==> config.mk <==
export PLATFORM = sky130hd
export DESIGN_NAME = pwm_capture
export DESIGN_NICKNAME = d
export VERILOG_FILES = /design/src/rtl/pwm_capture.sv
export SDC_FILE = /design/constraint.sdc
export NUM_CORES = 1
export LEC_CHECK = 0
export ABC_CLOCK_PERIOD_IN_PS = 2150
export BUFFER_PORTS_ARGS = -buffer_cell sky130_fd_sc_hd__clkbuf_2
export CAP_MARGIN = 20
export CORE_AREA = 2 2 98 100
export DETAILED_ROUTE_END_ITERATION = 7
export DIE_AREA = 0 0 100 102
export PLACE_DENSITY = 0.44
export SETUP_SLACK_MARGIN = 0.2
export SLEW_MARGIN = 10
export SYNTH_ARGS = -nofsm -noshare
export SYNTH_HDL_FRONTEND = slang
export SYNTH_SLANG_ARGS = --single-unit
==> constraint.sdc <==
create_clock -name clk -period 2.15 [get_ports clk]
set_input_delay 0.215 -clock clk [delete_from_list [all_inputs] [get_ports clk]]
set_output_delay 0.215 -clock clk [all_outputs]
set_load 0.005 [all_outputs]
==> src/rtl/pwm_capture.sv <==
// pwm_capture: measures high time and period (in clk cycles) of an asynchronous PWM input
// once per rising-edge period, with a watchdog that flags a stuck 0 %/100 % input.
module pwm_capture #(
   parameter int unsigned CNT_W       = 10,
   parameter int unsigned SYNC_STAGES = 2,
   parameter int unsigned TIMEOUT     = 1023
) (
   input  logic             clk,
   input  logic             rst_n,
   input  logic             pwm_in,
   output logic [CNT_W-1:0] high_time,
   output logic [CNT_W-1:0] period,
   output logic             valid,
   output logic             stuck,
   output logic             level
);

   typedef enum logic [0:0] {StIdle, StMeasure} state_e;

   localparam logic [CNT_W-1:0] TimeoutCnt = CNT_W'(TIMEOUT);
   localparam logic [CNT_W-1:0] CntOne     = CNT_W'(1);

   logic [SYNC_STAGES-1:0] sync_q;
   logic                   s;
   logic                   s_prev_q;
   logic                   rise_q;

   state_e                 state_q;
   logic [CNT_W-1:0]       per_cnt_q;
   logic [CNT_W-1:0]       hi_cnt_q;
   logic [CNT_W-1:0]       idle_cnt_q;
   logic [CNT_W-1:0]       high_time_q;
   logic [CNT_W-1:0]       period_q;
   logic                   valid_q;
   logic                   stuck_q;

   assign s = sync_q[SYNC_STAGES-1];

   // Edge detect is registered, so s_prev_q is the level aligned with rise_q.
   always_ff @(posedge clk or negedge rst_n) begin
      if (!rst_n) begin
         sync_q   <= '0;
         s_prev_q <= 1'b0;
         rise_q   <= 1'b0;
      end else begin
         sync_q   <= {sync_q[SYNC_STAGES-2:0], pwm_in};
         s_prev_q <= s;
         rise_q   <= s & ~s_prev_q;
      end
   end

   always_ff @(posedge clk or negedge rst_n) begin
      if (!rst_n) begin
         state_q     <= StIdle;
         per_cnt_q   <= '0;
         hi_cnt_q    <= '0;
         idle_cnt_q  <= '0;
         high_time_q <= '0;
         period_q    <= '0;
         valid_q     <= 1'b0;
         stuck_q     <= 1'b0;
      end else begin
         valid_q <= 1'b0;
         case (state_q)
            StIdle: begin
               per_cnt_q <= '0;
               hi_cnt_q  <= '0;
               if (rise_q) begin
                  // First rise only arms the measurement.
                  per_cnt_q  <= CntOne;
                  hi_cnt_q   <= CntOne;
                  idle_cnt_q <= '0;
                  state_q    <= StMeasure;
               end else if (!stuck_q) begin
                  // Only reachable after reset; a timeout from MEASURE arrives already stuck.
                  if (idle_cnt_q == TimeoutCnt) begin
                     stuck_q     <= 1'b1;
                     period_q    <= '0;
                     high_time_q <= s_prev_q ? '1 : '0;
                     valid_q     <= 1'b1;
                  end else begin
                     idle_cnt_q <= idle_cnt_q + CntOne;
                  end
               end
            end
            StMeasure: begin
               if (rise_q) begin
                  high_time_q <= hi_cnt_q;
                  period_q    <= per_cnt_q;
                  stuck_q     <= 1'b0;
                  valid_q     <= 1'b1;
                  per_cnt_q   <= CntOne;
                  hi_cnt_q    <= CntOne;
               end else if (per_cnt_q == TimeoutCnt) begin
                  stuck_q     <= 1'b1;
                  period_q    <= '0;
                  high_time_q <= s_prev_q ? '1 : '0;
                  valid_q     <= 1'b1;
                  per_cnt_q   <= '0;
                  hi_cnt_q    <= '0;
                  state_q     <= StIdle;
               end else begin
                  per_cnt_q <= per_cnt_q + CntOne;
                  hi_cnt_q  <= hi_cnt_q + CNT_W'(s_prev_q);
               end
            end
            default: state_q <= StIdle;
         endcase
      end
   end

   assign high_time = high_time_q;
   assign period    = period_q;
   assign valid     = valid_q;
   assign stuck     = stuck_q;
   assign level     = s;

endmodule

; ---- Word level (Yosys, flattened, before mapping)
; Index checks and enable logic that the tools add are counted.
[word_totals]
register_bits = 57
input_bits = 3
out_inout_bits = 23
wordCells = 66
[op_classes]
n_addsub = 3
eq_ne = 8
n_mux = 38
bitwise_logic = 3
reduce_logical = 3
[op_table]
columns = op, count
row1 = 10-bit two-way mux, 18
row2 = 10-bit case mux with 2 select lines, 4
row3 = 10-bit by 1-bit adder with 10-bit output (second input constant), 2
row4 = 10-bit equality test (second input constant), 2
row5 = 1-bit two-way mux, 13
row6 = 10-bit by 1-bit adder with 10-bit output, 1
row7 = 2-bit != test (second input constant), 5
row8 = 1-bit case mux with 2 select lines, 3
row9 = 4-bit AND reduction, 1
row10 = 3-bit by 2-bit != test with 1-bit output (second input constant), 1
row11 = 3-bit AND reduction, 1
row12 = 1-bit NOT, 2
row13 = 2-bit AND reduction, 1
row14 = 1-bit bitwise AND, 1

; ---- Depth between registers and ports, before layout
; Gate-level depths: netlist (run 1).
[logic_depth]
ltp_word = 5
mapped_depth = 8
depth_no_buf = 6

; ---- Least setup slack after synthesis (run 1)
; No wires, ideal clock.
[synth_timing]
path_kind = flip-flop to flip-flop
from = register per_cnt_q[0]
to = register period_q[4] (netlist: period[4])
setup_time_ns = 0.121
arrival_ns = 1.703
required_time_ns = 2.029
slack_ns = 0.326
stages_incl_launch_ff = 8
n_path_buf = 2
synth_period_minus_slack_ns = 1.824
path_cell_list = dfrtp_1 > ha_1 > nand4_1 > or3_1 > buf_2 > a31o_1 > buf_6 > a22o_1
[synth_via]
elab_chain_cells = 3
[synth_rtl]
columns = item, line_no
row1 = "start, declared", 29  ; logic [CNT_W-1:0] per_cnt_q;
row2 = "start signal, assigned", 70  ; per_cnt_q <= CntOne;
row3 = "start signal, assigned", 92  ; per_cnt_q <= CntOne;
row4 = "start signal, assigned", 103  ; per_cnt_q <= per_cnt_q + CntOne;
row5 = 10-bit equality test, 94  ; end else if (per_cnt_q == TimeoutCnt) begin
row6 = 3-bit by 2-bit != test with 1-bit output (no source line), n/a
row7 = 4-bit AND reduction (no source line), n/a
row8 = "end signal, assigned", 89  ; period_q <= per_cnt_q;
row9 = "end, declared", 33  ; logic [CNT_W-1:0] period_q;
; Every way passes these cells.
; A chain may end at the register's enable or synchronous reset.

; ---- Worst setup path after layout (run 1)
[layout_timing]
from = register per_cnt_q[1]
to = register period_q[1] (netlist: period[1])
[layout_via]
elab_chain_cells = 3
word_cells_on_any_way = 5
classes_between = 2 x eq/ne / 2 x mux / 1 x reduce/logical
[layout_rtl]
columns = item, line_no
row1 = 10-bit equality test, 94
row2 = 3-bit by 2-bit != test with 1-bit output (no source line), n/a
row3 = 4-bit AND reduction (no source line), n/a
; Several ways; a longest one is shown, not always the timed one.

==> run metrics, run 1 <==
main area contributors after synthesis dfrtp_1 53%, nor2_1 4.8%, o22a_1 3.6%, xor2_1 3.6%, a22o_1 3.3%; TritonRoute pass-1 iters 8; top cell type's share of synthesized area 0.5347; Max Freq around 530 MHz; overall die width 100 um; static leakage about 1.5 nW; Async S/R FF share, synth 1.000; Clk Latency, worst-skew pair 0.33 ns; RePlAce Congestion 0.7423; first-pass GRT wire length between 10,000 and 15,000 um; max cap viols 0; Crit path depth 6; multi-input logic area 1184 um^2; clk root buf clkbuf_8; Via-to-Cell Ratio about 5.0; Synth area leader dfrtp_1; Reg area 1429 um^2; via count 2,065; post-route ant nets 0; largest net degree at the start of global routing a little under 60; worst vdd ir 238.4 uV; PwrDens just under 900 nW/um^2; final wirelength 5989 um; CP arrival ~2.1 ns; Mapped Area around 2700 um^2; CP top delay family simple AND/OR/NAND/NOR gates; vias in the first global route 2,035; R2R depth 6; starting DRC count in detailed routing just over 100; crit-path cells ha_4, nand4_1, or3_4, a31o_4, buf_6, a22o_1; Layout Nets 304; design area approximately 3300 um^2; io pins 26; Cell variety after synth 38; Slew headroom 0.6269; Final Power 0.002864 W; CP peak stage delay 0.43 ns; Avg Inst Size Synth 10.38 um^2; Placed Instances 389; critical path type reg -> reg; CP Buf/Inv Count 1; htree depth 3; Core ar. 9109 um^2; layout cells sized above 1 0.2027; PortBufs 25; Starting Density 0.2929; gr ovfl total 0; post-route core utilization 0.3574; Most used DFF post-synth dfrtp_1; Tot GR Track Use 0.1287; wire per inst 14.54 um; Longest Clk Path Bufs 2; Seq/Total Area, Yosys 0.5347; syn_nets roughly 270; Crit path required time 2.37 ns; non-filler instance count after layout 412; FF+latch count, synth 57; Crit Path Max Fanout 10; Setup crit end period[1]; Startpoint Class flip-flop; setup violators final 0; area growth from synthesis to layout 22.04%; Slew @ Worst Pin approximately 0.56 ns; EDFF count, synth 0; # diodes 0; CTS Buf Count 9; DIE AREA just over 10,000 um^2; fin crit period 1.903 ns; r2r setup slk 0.25 ns; Tcrit/Tclk final 0.8850; min-delay worst type reg -> reg; crit end category flip-flop; die height just over 100 um; initial antenna violation count 0; # clock sinks 57; TritonCTS clock tree built; CP max-delay cell or3_4; final setup skew 0.006365 ns; final hold viol count 0; Rows 35; worst r2r src per_cnt_q[1]; clock-pin slew on the worst setup and hold paths 0.06 ns; placed cell areas around 2900 um^2; DR DRC count 0; RSZ-0062 raised after global routing no; Worst setup startpoint per_cnt_q[1]; hpwl dp 3938 um; total negative setup slack 0 ns; status finished, final reports clean; fillers 924; Cells after Synth 257; Slew Viols, Final 0; worst r2r dst period[1]; Ys Warns 0
==> area by class of cell <==
| cell class | instances | share of cell area |
|---|---|---|
| repair inverters | 1 | 0.002306 |
| inverters | 9 | 0.01153 |
| clock inverters | 2 | 0.01076 |
| multi-input cells | 179 | 0.3636 |
| clock buffers | 14 | 0.05304 |
| repair buffers | 39 | 0.07725 |
| well taps | 111 | 0.04266 |
| flip-flops and latches | 57 | 0.4389 |
==> per-stage QoR <==
step | hold WS, ns | setup slack (ns)
global placement | 0.2549 | 0.1933
detailed placement | 0.2520 | 0.1596
floorplan | -0.08059 | 0.3263
finish | 0.3498 | 0.2473
CTS | 0.3534 | 0.2117
global route | 0.3699 | 0.1918
==> cell families (layout without fill, tap and decap cells) <==
family                     count (synthesis)  in the layout  share of synthesized area
muxes                                      1              1                   0.003752
and+or+nand+nor                          114            114                     0.2157
xor gates and xnor gates                  16             16                    0.05253
AOI/OAI and AO/OA                         43             43                     0.1337
DFF                                       57             57                     0.5347
buffers and inverters                     21             65                    0.03612
adders and majority gates                  5              5                    0.02345
==> state kept, by name (all words and copies together), names as in the netlist <==
name        flops
state_q         1
per_cnt_q      10
high_time      10
stuck           1
hi_cnt_q       10
idle_cnt_q     10
sync_q          2
valid           1
rise_q          1
period         10
s_prev_q        1
==> routing by layer <==
metal  track usage  vias up  share of wire
met2        0.2017       44           0.46
met3       0.03830        4          0.046
li1              -     1006              -
met4       0.05058        0         0.0095
met5             0        -              0
met1        0.1684     1011           0.49
==> power by group <==
part | switching, W | internal [W]
clock | 0.000419 | 0.000630
sequential | 0.000147 | 0.00122
combinational | 0.000216 | 0.000236
==> how the worst min path moves through the flow <==
stage                         start           to  slack [ns]  cells after the start
after floorplan               rst_n  hi_cnt_q[0]       -0.08                      0
after global placement        rst_n  hi_cnt_q[6]        0.25                      2
after detailed placement      rst_n  hi_cnt_q[6]        0.25                      2
after CTS                 sync_q[0]    sync_q[1]        0.35                      0
after global routing      sync_q[0]    sync_q[1]        0.37                      0
final                     sync_q[0]    sync_q[1]        0.35                      0
==> Yosys cell counts, drive strengths merged, types with 2 or more instances <==
library cell / n
dfrtp: 57
nor2: 34
nand2: 17
nor3: 17
nand3: 11
o22a: 11
xor2: 11
a22o: 10
nand4: 9
inv: 8
and3: 7
buf: 6
clkbuf: 6
ha: 5
xnor2: 5
and4: 4
a211o: 3
a21oi: 3
a2bb2oi: 3
a41oi: 3
and2: 3
o21ai: 3
a221o: 2
a311o: 2
nand2b: 2
nor2b: 2
nor3b: 2
nor4: 2
or3: 2
==> cells in the final DEF (no fill, tap or decap), types with 3 or more instances in the layout <==
cell type  instances
ha_1               4
inv_1              7
nand2_1           17
o21ai_0            3
xor2_1            11
a2bb2oi_1          3
buf_4             10
clkbuf_2          25
and3_1             7
nor3_1            17
and4_1             4
and2_1             3
nor2_1            34
o22a_1            11
nand3_1           11
nand4_1            9
a211o_1            3
dfrtp_1           55
xnor2_1            5
a21oi_1            3
clkbuf_8          12
a22o_1            10
==> repair_timing <==
action / 4_1_cts / 5_1_grt
pin swaps: 0 / 2
gates cloned: 0 / 1
hold buffers: 2 / 0
endpoints found under the hold margin: 58 / 0
resized for setup: 1 / 11
endpoints found under the setup margin: 20 / 21
buffers inserted: 1 / 3
(Power assumes the default switching activity.)
==> run 2: changes to the inputs <==
--- a/config.mk
+++ b/config.mk
@@ -11,7 +11,7 @@
 export CORE_AREA = 2 2 98 100
 export DETAILED_ROUTE_END_ITERATION = 7
 export DIE_AREA = 0 0 100 102
-export PLACE_DENSITY = 0.44
+export PLACE_DENSITY = 0.49
 export SETUP_SLACK_MARGIN = 0.2
 export SLEW_MARGIN = 10
 export SYNTH_ARGS = -nofsm -noshare
==> run 2 against run 1 <==
Against the previous run:
- global-route usage shrank 0.27 points
- critical path type unchanged
- register-to-register slack is essentially flat
- non-clock buffer count up 4
- clock skew is 0.0027 ns higher
- largest cell class unchanged
==> run metrics, run 2 (synthesized netlist as in run 1, its figures left out) <==
status finished, final reports clean; setup violators final 0; TritonCTS clock tree built; largest net degree at the start of global routing 38; CP peak stage delay 0.45 ns; Via-to-Cell Ratio about 5.0; Crit Path Max Fanout 10; starting DRC count in detailed routing 50; CP Buf/Inv Count 1; Tot GR Track Use 0.1259; post-route ant nets 0; gr ovfl total 0; min-delay worst type reg -> reg; Tcrit/Tclk final 0.8819; design area 3262 um^2; layout cells sized above 1 0.2219; # diodes 0; via count 2,063; Crit path required time 2.37 ns; final wirelength 5947 um; Longest Clk Path Bufs 2; overall die width 100 um; # clock sinks 57; DR DRC count 0; RSZ-0062 raised after global routing no; multi-input logic area ~1200 um^2; Sequential Power Share 0.502; TritonRoute pass-1 iters 4; Switching Share 0.2789; Slew headroom 0.6043; crit-path cells ha_4, nand4_1, or3_4, a31o_4, buf_6, a22o_1; Slew @ Worst Pin between 0.5 and 0.6 ns; CP top delay family simple AND/OR/NAND/NOR gates; max cap viols 0; internal power 0.001973 W; die height 102 um; Reg area about 1400 um^2; final hold viol count 0; fillers 945; net switching power approximately 0.00076 W; htree depth 3; Max Freq 527.4 MHz; RePlAce Congestion between 0.8 and 0.9; Slew Viols, Final 0; DIE AREA 10,200 um^2; Layout Nets between 300 and 400; Placed Instances 391; Clk Latency, worst-skew pair around 0.34 ns; Core ar. between 9000 and 10,000 um^2; Clock Power Share 0.324; placed cell areas 2957 um^2; io pins 26; first-pass GRT wire length 9860 um; clock-pin slew on the worst setup and hold paths 0.06 ns; most common cell after layout, fill and taps aside dfrtp_1; PortBufs 25; CTS Buf Count 9; CP arrival 2.11 ns; PwrDens 838.9 nW/um^2; area growth from synthesis to layout 22.28%; most frequent cells in the layout 52 x dfrtp_1, 34 x nor2_1, 25 x clkbuf_2; Starting Density 0.2929; initial antenna violation count 0; total negative setup slack 0 ns; vias in the first global route 1,981; final setup skew 0.009034 ns; wire per inst 14.40 um; CP max-delay cell or3_4; non-filler instance count after layout 413; Comb pwr share 0.174; Startpoint Class flip-flop; crit end category flip-flop; Rows 35; Final Power 0.002736 W; clk root buf clkbuf_8; fin crit period between 1.5 and 2 ns; critical path type reg -> reg; worst vdd ir between 200 and 300 uV; static leakage 1.523 nW; final hold slack 0.3474 ns; hpwl dp 4004 um
run 2: stage by stage:
step	worst slack, ns	utilization
2_1_floorplan	0.3263	-
3_5_place_dp	0.1871	0.3246
3_3_place_gp	0.2356	0.3246
6_report	0.2538	0.3581
4_1_cts	0.2186	0.3459
5_1_grt	0.1773	0.3581
run 2: routing by layer:
| metal | GRT usage | wire length, um |
|---|---|---|
| met1 | 0.1665 | 3000 |
| met3 | 0.04241 | 250 |
| met5 | 0 | 0 |
| met4 | 0.04742 | 78 |
| met2 | 0.1928 | 2617 |
run 2: worst paths after layout:
| check | slack [ns] | endpoint | startpoint | cells past startpoint |
|---|---|---|---|---|
| max reg2reg | 0.25 | period[2] | per_cnt_q[0] | 6 |
| min | 0.35 | sync_q[1] | sync_q[0] | 0 |
| max | 0.25 | period[2] | per_cnt_q[0] | 6 |
| max in group asynchronous | 1.12 | per_cnt_q[0] | rst_n | 3 |
| min in group asynchronous | 0.42 | idle_cnt_q[3] | rst_n | 2 |
| min reg2reg | 0.35 | sync_q[1] | sync_q[0] | 0 |
run 2: layout make-up:
type	instances	area share
well taps	111	0.04258
multi-input cells	179	0.3625
repair buffers	43	0.09014
clock buffers	13	0.05178
repair inverters	1	0.002301
inverters	9	0.01151
flip-flops and latches	57	0.4392
run 2: power groups by stage:
stage	Clock (W)	Combinational, W	Sequential [W]
5_1_grt	0.000957	0.000548	0.00140
3_5_place_dp	0	0.000418	0.00138
3_3_place_gp	0	0.000412	0.00138
2_1_floorplan	0	0.000267	0.00135
4_1_cts	0.000920	0.000424	0.00137
6_report	0.000887	0.000477	0.00137
run 2: repair_timing:
action / 4_1_cts / 5_1_grt
hold endpoints to repair: 21 / 0
hold buffers: 2 / 0
pin swaps: 0 / 5
cloned: 0 / 1
setup endpoints to repair: 18 / 23
resized for setup: 1 / 15
setup buffers: 0 / 6
==> run 3: changes to the inputs <==
--- a/config.mk
+++ b/config.mk
@@ -8,10 +8,10 @@
 export ABC_CLOCK_PERIOD_IN_PS = 2150
 export BUFFER_PORTS_ARGS = -buffer_cell sky130_fd_sc_hd__clkbuf_2
 export CAP_MARGIN = 20
-export CORE_AREA = 2 2 98 100
+export CORE_AREA = 2 2 71 73
 export DETAILED_ROUTE_END_ITERATION = 7
-export DIE_AREA = 0 0 100 102
-export PLACE_DENSITY = 0.49
+export DIE_AREA = 0 0 73 75
+export PLACE_DENSITY = 0.81
 export SETUP_SLACK_MARGIN = 0.2
 export SLEW_MARGIN = 10
 export SYNTH_ARGS = -nofsm -noshare
==> run 3 against run 2 <==
Against the previous run:
- critical path depth did not move
- cell count shrank 14%
- sequential share of layout area increased by 1.7 points
- sequential cell count unchanged
- clock skew decreased by 0.0038 ns
- via count up 1.4%
- clock-buffer cell count fell by 3
- setup slack lost 0.011 ns
- non-clock buffer count down 3
- global-route usage increased by 9.6 points
- critical path type unchanged
==> run metrics, run 3 (synthesized netlist as in run 1, its figures left out) <==
post-route core utilization 0.6706; Comb pwr share 0.176; Starting Density 0.5723; fillers 378; max cap viols 0; Startpoint Class flip-flop; Routed met1 length 2348 um; # diodes 0; area growth from synthesis to layout 17.17%; most common cell after layout, fill and taps aside dfrtp_1; starting DRC count in detailed routing 114; clk root buf clkbuf_8; crit end category flip-flop; TritonRoute pass-1 iters 4; gr ovfl total 0; DR top layer met4; Max Freq 524.4 MHz; TritonCTS clock tree built; static leakage 1.503 nW; DIE AREA 5475 um^2; post-route ant nets 0; htree depth 3; PortBufs 25; io pins 26; wire per inst approximately 15 um; clock-pin slew on the worst setup and hold paths 0.06 ns; Core ar. 4661 um^2; CP arrival 2.11 ns; Sequential Power Share 0.522; DR WL met3 197 um; net switching power between 0.0007 and 0.0008 W; Crit path required time 2.36 ns; Final Power 0.002612 W; initial antenna violation count 0; setup violators final 0; multi-input logic area 1180 um^2; Clk Latency, worst-skew pair 0.33 ns; final wirelength 5469 um; hpwl dp ~3800 um; status finished, final reports clean; most frequent cells in the layout 57 x dfrtp_1, 34 x nor2_1, 25 x clkbuf_2; worst vdd ir 579.9 uV; Rows 25; largest net degree at the start of global routing 58; final setup skew 0.005284 ns; setup ws final 0.2430 ns; Tot GR Track Use 0.2221; RePlAce Congestion 0.8028; total negative setup slack 0 ns; Slew @ Worst Pin a little under 0.7 ns; CP peak stage delay roughly 0.44 ns; vias in the first global route 2,019; # clock sinks 57; Reg area between 1000 and 1500 um^2; first-pass GRT wire length around 9100 um; DR DRC count 0; Longest Clk Path Bufs 2; fin crit period approximately 1.9 ns; die height 75 um; met2 routed WL 2813 um; final hold viol count 0; final hold slack 0.01302 ns; Via-to-Cell Ratio just under 6; Crit Path Max Fanout 10; RSZ-0062 raised after global routing no; CTS Buf Count 9; crit-path cells ha_4, nand4_1, or3_4, a31o_4, buf_6, a22o_1; via count 2,091; CP max-delay cell or3_4; Clock Power Share 0.302; layout cells sized above 1 0.2000; critical path type reg -> reg; Switching Share 0.2889; Tcrit/Tclk final 0.8870; Slew headroom 0.5358; internal power between 0.0015 and 0.002 W; min-delay worst type in -> async; Slew Viols, Final 0; Layout Nets around 310; Place WS 0.1571 ns; overall die width 73 um; PwrDens 835.7 nW/um^2
==> run 3: worst paths after layout <==
check / startpoint / to / slack (ns) / depth (start not counted)
max: per_cnt_q[1] / period[0] / 0.24 / 6
min: rst_n / hi_cnt_q[2] / 0.01 / 2
max reg2reg: per_cnt_q[1] / period[0] / 0.24 / 6
min reg2reg: sync_q[0] / sync_q[1] / 0.35 / 0
max in group asynchronous: rst_n / idle_cnt_q[6] / 1.67 / 2
min in group clk: sync_q[0] / sync_q[1] / 0.35 / 0
==> run 3: final cells by class <==
| class | count | share of cell area |
|---|---|---|
| sequential | 57 | 0.4564 |
| multi-input combinational | 179 | 0.3775 |
| timing repair buffer | 40 | 0.08207 |
| clock buffer | 10 | 0.04083 |
| tap | 54 | 0.02162 |
| inverter | 9 | 0.01201 |
| clock inverter | 4 | 0.007206 |
| timing repair inverter | 1 | 0.002402 |
==> run 3: what timing repair did <==
action,4_1_cts,5_1_grt
setup endpoints to repair,20,21
pin swaps,0,2
hold buffers,1,0
gates resized for setup,1,9
setup buffers,1,5
cloned,0,1
endpoints found under the hold margin,1,0
==> run 3: power by group through the flow <==
| stage | logic [W] | registers [W] | clock network [W] |
|---|---|---|---|
| floorplan | 0.000267 | 0.00135 | 0 |
| global placement | 0.000393 | 0.00137 | 0 |
| detailed placement | 0.000414 | 0.00138 | 0 |
| finish | 0.000461 | 0.00136 | 0.000789 |
| CTS | 0.000424 | 0.00136 | 0.000811 |
| global route | 0.000527 | 0.00139 | 0.000855 |
==> run 3: per-stage QoR <==
stage	cells	area, um^2
floorplan	257	2668
global placement	332	2858
detailed placement	332	2858
CTS	348	3030
global route	354	3126
finish	354	3126
==> run 3: critical path, delay by kind of cell (launching register included) <==
family | cells | cell delay [ns]
adders and majority gates | 1 | 0.16
DFF | 1 | 0.41
buffers and inverters | 1 | 0.15
AOI/OAI and AO/OA | 2 | 0.50
and+or+nand+nor | 2 | 0.57
==> run 3: routing by layer <==
metal	vias to the layer above	global-route usage
met2	58	0.3614
met5	-	0
met4	0	0.1276
met3	12	0.04819
met1	1010	0.2754
li1	1011	-
